File: config.mk
export PLATFORM = sky130hd
export DESIGN_NAME = mult_booth
export DESIGN_NICKNAME = d
export VERILOG_FILES = /design/src/rtl/mult_booth.sv
export SDC_FILE = /design/constraint.sdc
export NUM_CORES = 1
export LEC_CHECK = 0
export ABC_AREA = 1
export CORE_MARGIN = 3
export CORE_UTILIZATION = 55
export DETAILED_ROUTE_END_ITERATION = 16
export GPL_TIMING_DRIVEN = 0
export PLACE_DENSITY_LB_ADDON = 0.12
export SLEW_MARGIN = 20
export SYNTH_ARGS = -nofsm -noshare
export SYNTH_HDL_FRONTEND = slang
export SYNTH_SLANG_ARGS = --single-unit
File: constraint.sdc
create_clock -name clock -period 5.66 [get_ports clock]
set_input_delay 0.566 -clock clock [delete_from_list [all_inputs] [get_ports clock]]
set_output_delay 0.566 -clock clock [all_outputs]
set_load 0.02 [all_outputs]
File: src/rtl/mult_booth.sv
// Radix-2 Booth signed 32x32 multiplier: one add/subtract-and-shift step per clock,
// 32 steps per product, with a one-cycle completion pulse and overflow flag.

module cla32 (
    input  logic [31:0] a,
    input  logic [31:0] b,
    input  logic        cin,
    output logic [31:0] sum,
    output logic        cout
);
    logic [31:0] g;
    logic [31:0] p;
    logic [31:0] c;
    logic [8:0]  c_grp;

    assign g        = a & b;
    assign p        = a ^ b;
    assign c_grp[0] = cin;

    // 4-bit lookahead groups; group carries ripple between groups
    generate
        for (genvar gi = 0; gi < 8; gi++) begin : g_grp
            logic [3:0] gg;
            logic [3:0] pp;
            logic       ci;
            assign gg = g[4*gi +: 4];
            assign pp = p[4*gi +: 4];
            assign ci = c_grp[gi];
            assign c[4*gi]     = ci;
            assign c[4*gi + 1] = gg[0] | (pp[0] & ci);
            assign c[4*gi + 2] = gg[1] | (pp[1] & gg[0]) | (pp[1] & pp[0] & ci);
            assign c[4*gi + 3] = gg[2] | (pp[2] & gg[1]) | (pp[2] & pp[1] & gg[0])
                               | (pp[2] & pp[1] & pp[0] & ci);
            assign c_grp[gi + 1] = gg[3] | (pp[3] & gg[2]) | (pp[3] & pp[2] & gg[1])
                                 | (pp[3] & pp[2] & pp[1] & gg[0])
                                 | (pp[3] & pp[2] & pp[1] & pp[0] & ci);
        end
    endgenerate

    assign sum  = p ^ c;
    assign cout = c_grp[8];
endmodule

module mult_booth (
    input  logic        clock,
    input  logic        reset,
    input  logic        ctrl_MULT,
    input  logic [31:0] data_operandA,
    input  logic [31:0] data_operandB,
    output logic [31:0] data_result,
    output logic        data_exception,
    output logic        data_resultRDY
);
    typedef enum logic [1:0] {IDLE, BUSY, DONE} state_t;

    state_t      state_reg, state_next;
    logic [65:0] p_reg, p_next;      // {acc[32:0], q[31:0], q_1}
    logic [31:0] m_reg, m_next;
    logic [5:0]  cnt_reg, cnt_next;
    logic [31:0] result_reg, result_next;
    logic        exc_reg, exc_next;
    logic        rdy_reg, rdy_next;

    logic [32:0] acc;
    logic        do_add;
    logic        do_sub;
    logic [31:0] add_b;
    logic [31:0] add_sum;
    logic        add_cout;
    logic [32:0] sel_acc;
    logic [65:0] step_p;
    logic [32:0] prod_hi;

    assign acc    = p_reg[65:33];
    assign do_add = (p_reg[1:0] == 2'b01);
    assign do_sub = (p_reg[1:0] == 2'b10);
    assign add_b  = do_sub ? ~m_reg : m_reg;

    cla32 u_cla (
        .a    (acc[31:0]),
        .b    (add_b),
        .cin  (do_sub),
        .sum  (add_sum),
        .cout (add_cout)
    );

    // Bit 32 completes a 33-bit add using the sign-extended operands
    always_comb begin
        sel_acc = acc;
        if (do_add || do_sub)
            sel_acc = {acc[32] ^ add_b[31] ^ add_cout, add_sum};
    end

    assign step_p  = {sel_acc[32], sel_acc, p_reg[32:1]};
    assign prod_hi = step_p[64:32];

    always_comb begin
        state_next  = state_reg;
        p_next      = p_reg;
        m_next      = m_reg;
        cnt_next    = cnt_reg;
        result_next = result_reg;
        exc_next    = exc_reg;
        rdy_next    = 1'b0;
        if (ctrl_MULT) begin
            m_next     = data_operandA;
            p_next     = {33'd0, data_operandB, 1'b0};
            cnt_next   = 6'd0;
            state_next = BUSY;
        end else begin
            case (state_reg)
                BUSY: begin
                    p_next   = step_p;
                    cnt_next = cnt_reg + 6'd1;
                    if (cnt_reg == 6'd31) begin
                        result_next = step_p[32:1];
                        exc_next    = ~((&prod_hi) | ~(|prod_hi));
                        rdy_next    = 1'b1;
                        state_next  = DONE;
                    end
                end
                DONE:    state_next = IDLE;
                default: state_next = IDLE;
            endcase
        end
    end

    always_ff @(posedge clock) begin
        if (!reset) begin
            state_reg  <= IDLE;
            p_reg      <= 66'd0;
            m_reg      <= 32'd0;
            cnt_reg    <= 6'd0;
            result_reg <= 32'd0;
            exc_reg    <= 1'b0;
            rdy_reg    <= 1'b0;
        end else begin
            state_reg  <= state_next;
            p_reg      <= p_next;
            m_reg      <= m_next;
            cnt_reg    <= cnt_next;
            result_reg <= result_next;
            exc_reg    <= exc_next;
            rdy_reg    <= rdy_next;
        end
    end

    assign data_result    = result_reg;
    assign data_exception = exc_reg;
    assign data_resultRDY = rdy_reg;
endmodule

==> impl_summary.md <==
Yosys
Sequential elements use 36.4% of the synthesized area. The share of flip-flops with an asynchronous set or reset is 0%. In this run, synthesis inferred 0 flip-flops with an integrated enable. The largest total area in the synthesized netlist belongs to dfxtp_1. The most used flip-flop cell after synthesis is dfxtp_1. After synthesis, the cell types taking the most area are dfxtp_1, o21ai_0, nand2_1. The area of the mapped netlist is 7650 µm². The area share of the largest cell type after synthesis is 36.4%. The net count of the mapped netlist is 1233.

The synthesized netlist contains 34 unique library cells. The number of warnings reported in the yosys synthesis log is 0. By count the netlist is led by nand2_1, inv_1, o21ai_0, dfxtp_1, nor2_1. The cell count after synthesis is 1125.

The most common cell in the synthesized netlist is nand2_1. The synthesized flop and latch total is 139. The per-instance average area after synthesis is 6.80 µm².

Clock network
The clock edge transition at the registers on the reported setup and hold paths is 60 ps. Counting the buffers created by CTS gives 17. The tree built by TritonCTS fans out to 139 sinks. The source-to-sink clock delay at the later pin of the worst-skew pair is 430 ps. The clock root buffer master is clkbuf_16. The count of H-tree levels built during CTS is 4. The clock tree from TritonCTS is done. The number of buffers inserted for hold repair after clock tree synthesis is 0. The clock passes through at most 2 buffers.

STA
Measured against its own limit, the worst slew margin works out to 52.1%. The clock skew is 11.2 ps. Summed over all failing endpoints, the final setup total negative slack is 0 ps.

The hold violation total from the final report is 0. The final number of setup-violating endpoints is 0. The max-slew violation count was 0.

Setup repair after global routing left no endpoint under its margin. Static timing analysis puts the maximum clock frequency at 0.196 GHz. The minimum clock period is 5100 ps. The final critical path takes up 90.2% of the cycle.

The worst-margin pin slew is 719 ps.

Hold path
In this run the worst hold path is classified as reg2reg.

Detailed routing
In the routed design, unresolved DRC markers number 0. The amount of wire on met3 after detailed routing is 1690 µm. The top routing layer in use is met4. The count of antenna-violating nets left after detailed routing is 0. The via total after detailed routing is 7432.

In the final routed layout, each cell accounts on average for 14.3 µm. The wire length reported by the detailed router is 20500 µm. The wire length on met2 is 9670 µm. The first routing iteration left 504 violations. Using the TritonRoute via totals, the vias-per-cell ratio works out to 5.19. The first-pass detailed-route iteration total is 5.

The met1 routed wirelength after detailed routing is 8710 µm.

Final layout
After the last flow step, the layout net total stands at 1352. The number of flip-flops under the largest register name is 65. 0 antenna diodes ended up in the layout. From synthesis to final layout, the design area changed by 24.2%. The fraction of final layout cells sized beyond drive strength 1 is 5.41%.

The count of cells in the finished layout, fillers not included, comes to 1432. Counting the fill cells in the layout gives 1165.

Worst setup path
The end of the worst register-to-register path is data_exception. In this run the number of cells on the critical path is 41. At the worst endpoint, the arrival time is 5420 ps. At the worst endpoint, the required time is 5970 ps.

The most used cell along the critical path is nand2_2. The setup slack on the worst flop-to-flop path is 560 ps. The number of buffers and inverters on the critical path is 5. Broken down by cell family, the worst path's largest delay share belongs to simple AND/OR/NAND/NOR gates.

The critical path is of the reg2reg type. STA classifies the critical path endpoint as a flop. The worst setup path startpoint is p_reg[0].

For this run, the slowest stage of the critical path takes 490 ps. The worst register-to-register path begins at p_reg[0]. The worst register-to-register path has a depth of 41. The most critical setup path has its endpoint at data_exception. The kind of launch point of the worst setup path is a flop. The master of the slowest instance on the critical path is fa_1. In this run the worst path has a maximum fanout of 10.

Floorplan
The die is 124 µm wide. The overall die area is 15400 µm². The core box area is 13400 µm².

The count of boundary I/O pins is 101. The initial utilization of the core area, before any placement, comes to 57.1%. The site row count is 42. The die is 124 µm tall.

Run status
The run finished with clean final reports.

Global route
The initial antenna violation count is 0. The number of global-route vias before repair is 7110. The global-route wire length before repair is 34100 µm. Entering global routing, the biggest net connects 17 pins. Across every metal layer, demand over resource in global routing totals 28.4%.

The global route total overflow is 0.

Placed design
Port buffering added 100 buffers. Routability-driven placement finished with a final weighted congestion of 0.900. After detailed placement, the design holds a cell count of 1401. The placed wire-length estimate is 14900 µm.

Power
The leakage power figure is 4.63 nW. Power spread over the standard cell area amounts to 273 nW/µm². VDD sags by at most 218 µV.

Run
The number of max-cap violations is 0.
## through the flow
step	cell area, µm²	worst slack (ps)	power (mW)	hold WS (ps)	util [%]
6_report	9500	557	2.59	472	70.9
5_1_grt	9500	4.27	2.71	487	70.9
4_1_cts	9470	300	2.60	475	70.7
3_5_place_dp	8870	359	1.47	453	66.2
3_3_place_gp	8870	415	1.46	451	66.2
2_1_floorplan	7650	1270	1.34	439	-
## power breakdown
group          switching, mW  internal (mW)
registers             0.0249           1.02
clock network          0.445          0.686
logic                  0.256          0.163
total                  0.726           1.87
## cells in the final DEF (no fill, tap or decap), types with 3 or more instances in the layout
master / n
nor2_1: 131
o21ai_0: 148
xor2_1: 25
nand3_1: 49
o211ai_1: 9
clkbuf_16: 17
buf_1: 4
nor3_1: 10
xnor2_1: 7
fa_1: 7
ha_1: 34
nor2_2: 3
nand2_1: 191
dfxtp_1: 139
clkdlybuf4s50_1: 100
clkinvlp_4: 4
nand2_4: 3
inv_6: 3
nand4_1: 4
clkbuf_1: 39
a22oi_1: 16
buf_2: 6
a21oi_1: 77
nand2_2: 10
buf_4: 4
inv_1: 187
clkbuf_8: 3
## worst min-delay path, delay by kind of cell (launching register included)
family,cells,cell delay [ps]
AO/OA/AOI/OAI,1,50
flip-flops,1,310
buffers and inverters,1,60
## cell families (layout without fill, tap and decap cells)
kind of cell / after synthesis / count (layout) / share of synthesized area, %
AO/OA/AOI/OAI: 256 / 256 / 17.7
XOR/XNOR: 33 / 33 / 3.78
adder cells (fa/ha/maj): 41 / 41 / 7.39
buffers and inverters: 244 / 375 / 12.2
flip-flops: 139 / 139 / 36.4
AND/OR/NAND/NOR: 412 / 412 / 22.6
## worst min path at each step
| stage | start | endpoint | slack [ps] | depth (start not counted) |
|---|---|---|---|---|
| finish | p_reg[26] | data_result[24] | 470 | 2 |
| floorplan | p_reg[13] | data_result[11] | 440 | 2 |
| detailed placement | p_reg[10] | data_result[8] | 450 | 2 |
| global route | p_reg[26] | data_result[24] | 490 | 2 |
| global placement | p_reg[9] | data_result[7] | 450 | 2 |
| CTS | p_reg[6] | data_result[4] | 470 | 2 |
## metal layers
metal / track usage [%] / vias up
li1: - / 3805
met1: 35.3 / 3348
met2: 47.3 / 244
met3: 7.81 / 35
met4: 10.5 / 0
met5: 0 / -
## layout make-up
type	count	area [µm²]	area share, %
multi-input combinational	742	3960	41.7
sequential	139	2780	29.3
timing repair buffer	100	1000	10.5
inverter	191	717	7.54
clock buffer	20	467	4.91
buffer	53	221	2.33
tap	176	220	2.32
clock inverter	11	134	1.41
## what timing repair did
item                                    4_1_cts  5_1_grt
endpoints found under the setup margin        0        1
gates resized for setup                       0       12
setup buffers                                 0        0
Power figures use the tool's default switching activity.
==> patch (same flow settings) <==
`p_reg` no longer has a reset.
--- a/src/rtl/mult_booth.sv
+++ b/src/rtl/mult_booth.sv
@@ -129,5 +129,4 @@
         if (!reset) begin
             state_reg  <= IDLE;
-            p_reg      <= 66'd0;
             m_reg      <= 32'd0;
             cnt_reg    <= 6'd0;
@@ -137,5 +136,4 @@
         end else begin
             state_reg  <= state_next;
-            p_reg      <= p_next;
             m_reg      <= m_next;
             cnt_reg    <= cnt_next;
@@ -146,4 +144,8 @@
     end
 
+    always_ff @(posedge clock) begin
+        p_reg <= p_next;
+    end
+
     assign data_result    = result_reg;
     assign data_exception = exc_reg;
Check against the original RTL: same outputs for any inputs over 10 cycles, from zero or initial values and one cycle with reset low; that may be too few to reach the edited logic, so the function may still have changed.
==> patch against the unedited design <==
Cell area down 3.6%; power up 9.8%; routed wire length down 11%; combinational power up 32%; setup slack worse by 0.071 ns; sequential cell count unchanged; area after synthesis down 4.7%; synthesized cell count down 16%; critical path depth down 1; critical endpoint unchanged.
==> patch: results (changes against the unedited design) <==
[cells_and_area]
multiInputGateArea_um2=3590  ; -9.2%
area_share_nonclk_buffers_pct=13.1  ; +0.23 points
final-seq-area_um2=3100  ; +12%
clk_share_pct=6.82  ; +0.50 points
final_layout_size_suffix_gt1_share_pct=6.23  ; +0.81 points
seqAreaFraction_pct=33.9  ; +4.6 points
layout.non_clock_buffers=143  ; -6.5%

[power_and_ir_drop]
finalPower_mw=2.85  ; +9.8%
power.ir.vdd_worst_mv=0.206  ; -5.8%
clock_power_share_pct=41.7  ; -1.9 points
p_leak_nw=3.94  ; -15%
switching_share_pct=28.7  ; +0.68 points
power.combinational.fraction_pct=19.4  ; +3.2 points

[run_status]
outcome=complete, no violations

[timing]
fin_worst_skew_ns=0.00669  ; -0.00446 ns
slew_headroom_pct=49.2  ; -2.9 points
hold_ws_ns=0.482  ; +0.0100 ns

[drt]
vias=6646  ; -11%
drt_iter0_drcs=502  ; -0.40%
wl_met1_mm=8.33  ; -4.4%

[logic_synthesis]
synthesis.nets=1052  ; -15%
fraction_of_the_mapped_netlist_area_in_compound_gates_pct=15.8  ; -2.0 points
yosysSeqAreaShare_pct=42.6  ; +6.2 points
synthTopCellsByCount=sky130_fd_sc_hd__nand2_1, sky130_fd_sc_hd__o21ai_0, sky130_fd_sc_hd__inv_1, sky130_fd_sc_hd__dfxtp_1, sky130_fd_sc_hd__nor2_1
synth.lib_cells_used.distinct=39  ; +15%
post_synth_inst_count=944  ; -16%
synth_fa_ha_area_share_pct=7.76  ; +0.37 points
synth_area_leaders=sky130_fd_sc_hd__dfxtp_1, sky130_fd_sc_hd__edfxtp_1, sky130_fd_sc_hd__o21ai_0
post_synthesis_share_of_cell_area_spent_on_xor_and_xnor_gates_pct=4.92  ; +1.1 points

[critical_path]
regToRegStartpoint=p_reg[1]
reg2reg_to=data_exception
reg2reg_slack_ns=0.49  ; -0.07 ns
critical_path_arrival_ns=5.49  ; +0.07 ns
worstRegToRegCells=40  ; -2.4%
timing.critical_path.slowest_cell_delay_ns=0.44  ; -0.05 ns

[grt]
first_global_vias=6141  ; -14%
grtUsageMet2_pct=39.8  ; -7.5 points
met3_usage_pct=4.52  ; -3.3 points
pin_count_of_the_biggest_net_entering_global_routing=26  ; +9
globalRouteMet1Util_pct=34.6  ; -0.66 points
grt_first_pass_wirelength_mm=29.6  ; -13%
grt_util_all_layers_pct=25.4  ; -3.1 points

[placed_design]
port-buffer-count=99  ; -1.0%
detailedPlacementHpwl_mm=13.0  ; -13%
gpl.final_weighted_congestion=0.879  ; -2.3%
placedCellCount=1216  ; -13%
placed_cell_area_um2=8530  ; -3.9%
preCtsSetupSlack_ns=0.178  ; -0.181 ns

[worst_hold_path]
min_from=data_exception

==> patch: critical path: cells and delay by family (launching register included) <==
family / cells / cell delay, ns
buf+inv: 5 / 0.56
flops: 1 / 0.44
simple gates: 28 / 2.43
xor+xnor: 2 / 0.37
fa+ha+maj: 3 / 0.93
compound gates: 2 / 0.30
==> patch: timing repair <==
| action | 4_1_cts | 5_1_grt |
|---|---|---|
| gates resized for setup | 0 | 13 |
| endpoints found under the hold margin | 0 | 0 |
| endpoints found under the setup margin | 0 | 1 |
==> patch: worst max-delay path by stage <==
stage / startpoint / to / slack, ns / cells after the start
final: p_reg[1] / data_exception / 0.49 / 40
after global placement: p_reg[1] / data_exception / 0.20 / 39
after detailed placement: p_reg[1] / data_exception / 0.18 / 39
after global routing: p_reg[1] / data_exception / 0.004 / 40
after CTS: p_reg[1] / data_exception / 0.1 / 38
after floorplan: p_reg[1] / data_exception / 1.15 / 40
